**src/rtl/div_seq.sv**
```systemverilog
// Sequencer in front of the two-beat serial signed divider: serialises an
// operand pair, waits for the quotient pulse and holds it for the consumer.
//
// state  | meaning
// -------+--------------------------------------------------------------
// IDLE   | ready for an operand pair; op_ready high
// SEND_A | dividend on div_d_in, div_valid_in high (first beat)
// SEND_B | divisor on div_d_in, div_valid_in high (second beat)
// WAIT   | waiting for div_valid_out; watchdog counting down
// HOLD   | result (or watchdog fault) presented until res_ready
module div_seq #(
   parameter int W       = 4,
   parameter int TIMEOUT = 8
) (
   input  logic         clk,
   input  logic         reset,
   input  logic         op_valid,
   output logic         op_ready,
   input  logic [W-1:0] op_a,
   input  logic [W-1:0] op_b,
   output logic         div_valid_in,
   output logic [W-1:0] div_d_in,
   input  logic [W-1:0] div_d_out,
   input  logic         div_valid_out,
   input  logic         div_error_out,
   output logic         res_valid,
   input  logic         res_ready,
   output logic [W-1:0] res_data,
   output logic         res_error,
   output logic         res_timeout,
   output logic         busy
);

   localparam logic [2:0] S_IDLE   = 3'd0;
   localparam logic [2:0] S_SEND_A = 3'd1;
   localparam logic [2:0] S_SEND_B = 3'd2;
   localparam logic [2:0] S_WAIT   = 3'd3;
   localparam logic [2:0] S_HOLD   = 3'd4;

   localparam int CW = (TIMEOUT > 2) ? $clog2(TIMEOUT) : 1;
   localparam logic [CW-1:0] WDOG_LOAD = CW'(TIMEOUT - 1);

   logic [2:0]    state;
   logic [CW-1:0] wdog_cnt;
   logic [W-1:0]  b_reg;

   // Gated by reset so no pair is taken while the block is held in reset.
   assign op_ready = reset && (state == S_IDLE);

   always_ff @(posedge clk) begin
      if (!reset) begin
         state        <= S_IDLE;
         div_valid_in <= 1'b0;
         div_d_in     <= '0;
         res_valid    <= 1'b0;
         res_data     <= '0;
         res_error    <= 1'b0;
         res_timeout  <= 1'b0;
         busy         <= 1'b0;
         wdog_cnt     <= '0;
         b_reg        <= '0;
      end else begin
         case (state)
            S_IDLE: begin
               if (op_valid) begin
                  b_reg        <= op_b;
                  div_valid_in <= 1'b1;
                  div_d_in     <= op_a;
                  busy         <= 1'b1;
                  state        <= S_SEND_A;
               end
            end
            S_SEND_A: begin
               div_valid_in <= 1'b1;
               div_d_in     <= b_reg;
               state        <= S_SEND_B;
            end
            S_SEND_B: begin
               div_valid_in <= 1'b0;
               div_d_in     <= '0;
               wdog_cnt     <= WDOG_LOAD;
               state        <= S_WAIT;
            end
            S_WAIT: begin
               // A real response wins over a watchdog expiry on the same edge.
               if (div_valid_out) begin
                  res_data    <= div_d_out;
                  res_error   <= div_error_out;
                  res_timeout <= 1'b0;
                  res_valid   <= 1'b1;
                  state       <= S_HOLD;
               end else if (wdog_cnt == '0) begin
                  res_data    <= '0;
                  res_error   <= 1'b0;
                  res_timeout <= 1'b1;
                  res_valid   <= 1'b1;
                  state       <= S_HOLD;
               end else begin
                  wdog_cnt <= wdog_cnt - 1'b1;
               end
            end
            S_HOLD: begin
               if (res_ready) begin
                  res_valid <= 1'b0;
                  busy      <= 1'b0;
                  state     <= S_IDLE;
               end
            end
            default: begin
               div_valid_in <= 1'b0;
               div_d_in     <= '0;
               res_valid    <= 1'b0;
               busy         <= 1'b0;
               state        <= S_IDLE;
            end
         endcase
      end
   end

endmodule
```
**config.mk**
```make
export PLATFORM = sky130hd
export DESIGN_NAME = div_seq
export DESIGN_NICKNAME = d
export VERILOG_FILES = /design/src/rtl/div_seq.sv
export SDC_FILE = /design/constraint.sdc
export NUM_CORES = 1
export LEC_CHECK = 0
export CORE_MARGIN = 4
export CORE_UTILIZATION = 47
export CTS_CLUSTER_DIAMETER = 120
export DETAILED_ROUTE_END_ITERATION = 8
export PLACE_DENSITY_LB_ADDON = 0.2
export SLEW_MARGIN = 5
export SYNTH_ARGS = -nofsm -noshare
export SYNTH_HDL_FRONTEND = slang
export SYNTH_SLANG_ARGS = --single-unit
```
**constraint.sdc**
```tcl
create_clock -name clk -period 2.4 [get_ports clk]
set_input_delay 0.48 -clock clk [delete_from_list [all_inputs] [get_ports clk]]
set_output_delay 0.48 -clock clk [all_outputs]
set_load 0.02 [all_outputs]
```
==> impl_metrics.yaml <==
sta:
  clock_skew_ns: 0.002584
  slew_viol_final: 0
  setup_viol: 0
  fin_ws_ns: 0.4508
  fmax_mhz: 513.0
  rsz0062_at_grt: "false"
  tns_ns: 0
  slew_headroom: 0.6783
  period_needed_ns: 1.949
  hold_viol: 0
  worstMarginPinSlew_ns: 0.4794
  finalCritPeriodShare: 0.8122
worst_hold_path:
  hold_class: "register to register"
  hp-start: "res_valid$_SDFFE_PN0P_"
power:
  powerDensity_mw_per_mm2: 585.4
  finalPower_uw: 799.2
  irDropWorstVdd_uv: 380.7
  p_leak_uw: 0.0005276
finish:
  layout_common_cells: "30 x clkdlybuf4s50_1, 23 x dfxtp_1, 15 x nor2_1"
  syn_to_final_growth_pct: 38.98
  seqCellArea_um2: 460.4
  fillers: 160
  layout_commonest_cell: "clkdlybuf4s50_1"
  antennaDiodeCount: 0
  fin_nets: 160
  design_area_mm2: 0.001365
  multi_input_area_um2: 475.5
  layout-drive-gt1-share: 0.07914
clocking:
  cts.path.max_buffers: 2
  root_buffer: "clkbuf_4"
  post_cts_buffers: 0
  hold_buffers: 0
  clock_latency_ns: 0.30
  cts_tree: "built"
  clkTransAtPathRegs_ns: 0.12
  clock_sinks: 23
  cts_max_level: 1
  ctsResizeCount: 0
  cts_buffers: 3
grt:
  grt_pass1_wl_um: 3360
  overflow: 0
  grt_usage: 0.1602
  grt_max_degree: 19
  grt_pass1_vias: 798
  antenna_found_initial: 0
yosys:
  ys_types: 30
  synth_compound_area_frac: 0.1732
  synth.area.mux_share: 0.08153
  async_flop_share: 0
  synth_edf_count: 0
  synthAdderAreaFrac: 0.02548
  yosys.area_share.simple: 0.2038
  synth_flop_cell: "dfxtp_1"
  syn_inst: 104
  syn_area_um2: 982.2
  synth_top_family_by_area: "simple AND/OR/NAND/NOR gates"
  syn_area_per_cell_um2: 9.444
  syn_nets: 124
  synth_xor_area_frac: 0
  synth-seq-area-share: 0.4688
  ys_seq_elements: 23
  yosysWarnings: 0
setup_path:
  critPathMaxStageDelay_ns: 0.48
  crit-reg2reg-launch: "wdog_cnt[0]$_SDFFE_PN0P_"
  cp-start-kind: "primary input"
  crit_buf_inv: 3
  reg2reg_slack_ns: 0.79
  worstPathArrival_ns: 1.47
  path_class: "primary input to output port"
  crit_path_end_kind: "output port"
  cp.required_ns: 1.92
  crit_family: "buffers and inverters"
  crit_chain: "clkdlybuf4s50_1 > clkinv_1 > nor4_1 > dlymetal6s2s_1"
  timing.critical_path.slowest_stage_cell: "clkdlybuf4s50_1"
  worstPathMaxFanout: 2
  startpoint: "reset"
routing:
  via_per_inst: 5.259
  drc: 0
  drt_iter0_markers: 13
  wl_um: 2060
  wl_per_cell_um: 12.41
  ant_nets: 0
  drt_pass1_iterations: 4
  vias: 873
die:
  start_util: 0.4956
  core_region_area_mm2: 0.001982
  rows: 16
  die_area_mm2: 0.002885
  die_w_um: 53.72
  die_y_um: 53.72
  io_pins: 32
run:
  maxCapViolations: 0
place:
  portBuffers: 31
  place_area_mm2: 0.001336
  place_ws_ns: 0.03968
  place_hpwl_um: 1621
  gp_congestion: 0.6828
outcome:
  status: "completed"
-- worst paths after layout --
| path | depth (start not counted) | to |
|---|---|---|
| worst min register to register | 2 | res_valid$_SDFFE_PN0P_ |
| worst min-delay path | 2 | res_valid$_SDFFE_PN0P_ |
| worst max-delay path | 4 | op_ready |
| worst max register to register | 6 | wdog_cnt[2]$_SDFFE_PN0P_ |
-- report_power, final --
| group | leakage, µW | switching [µW] | internal [µW] |
|---|---|---|---|
| Combinational | 0.000324 | 97.1 | 101 |
| Clock | 0.0000150 | 107 | 64.7 |
| Sequential | 0.000188 | 19.0 | 410 |
| Total | 0.000528 | 223 | 576 |
-- routing by layer --
layer | vias to the layer above | GRT usage | wire (µm)
li1 | 444 | - | -
met1 | 403 | 0.2020 | 930
met2 | 24 | 0.2641 | 998
met3 | 2 | 0.04155 | 118
met4 | 0 | 0.05106 | 12
met5 | - | 0 | 0
-- through the flow --
| step | hold slack [ns] | cells | util |
|---|---|---|---|
| final | 0.4762 | 166 | 0.6888 |
| after global routing | 0.5026 | 166 | 0.6888 |
| after CTS | 0.4815 | 166 | 0.6875 |
| after detailed placement | 0.4604 | 162 | 0.6742 |
| after global placement | 0.4373 | 162 | 0.6742 |
| after floorplan | 0.4428 | 104 | - |
-- worst min-delay path: stages, from the launching register on --
cell and delay [ns]:
dfxtp_1 0.34, inv_1 0.05, a21oi_1 0.05
-- final cells by class --
class / count / area share
Multi-Input combinational cell: 71 / 0.3483
Clock buffer: 4 / 0.01925
Tap cell: 27 / 0.02475
Timing Repair Buffer: 36 / 0.2566
Sequential cell: 23 / 0.3373
Inverter: 5 / 0.01375
-- cell usage after synthesis, types with 3 or more instances --
| master | instances | area [µm²] |
|---|---|---|
| nand3_1 | 4 | 20.02 |
| nor2_1 | 15 | 56.30 |
| nor3_1 | 5 | 25.02 |
| o21ai_0 | 3 | 15.01 |
| a21oi_1 | 5 | 25.02 |
| inv_1 | 4 | 15.01 |
| o31ai_1 | 4 | 30.03 |
| a22oi_1 | 5 | 37.54 |
| dfxtp_1 | 23 | 460.4 |
| a211oi_1 | 3 | 22.52 |
| mux2i_1 | 8 | 80.08 |
-- cell families after synthesis --
group	Yosys count
adders and majority gates	2
muxes	8
AOI/OAI and AO/OA	25
and+or+nand+nor	36
DFF	23
buffers and inverters	10
(Power assumes the default switching activity.)
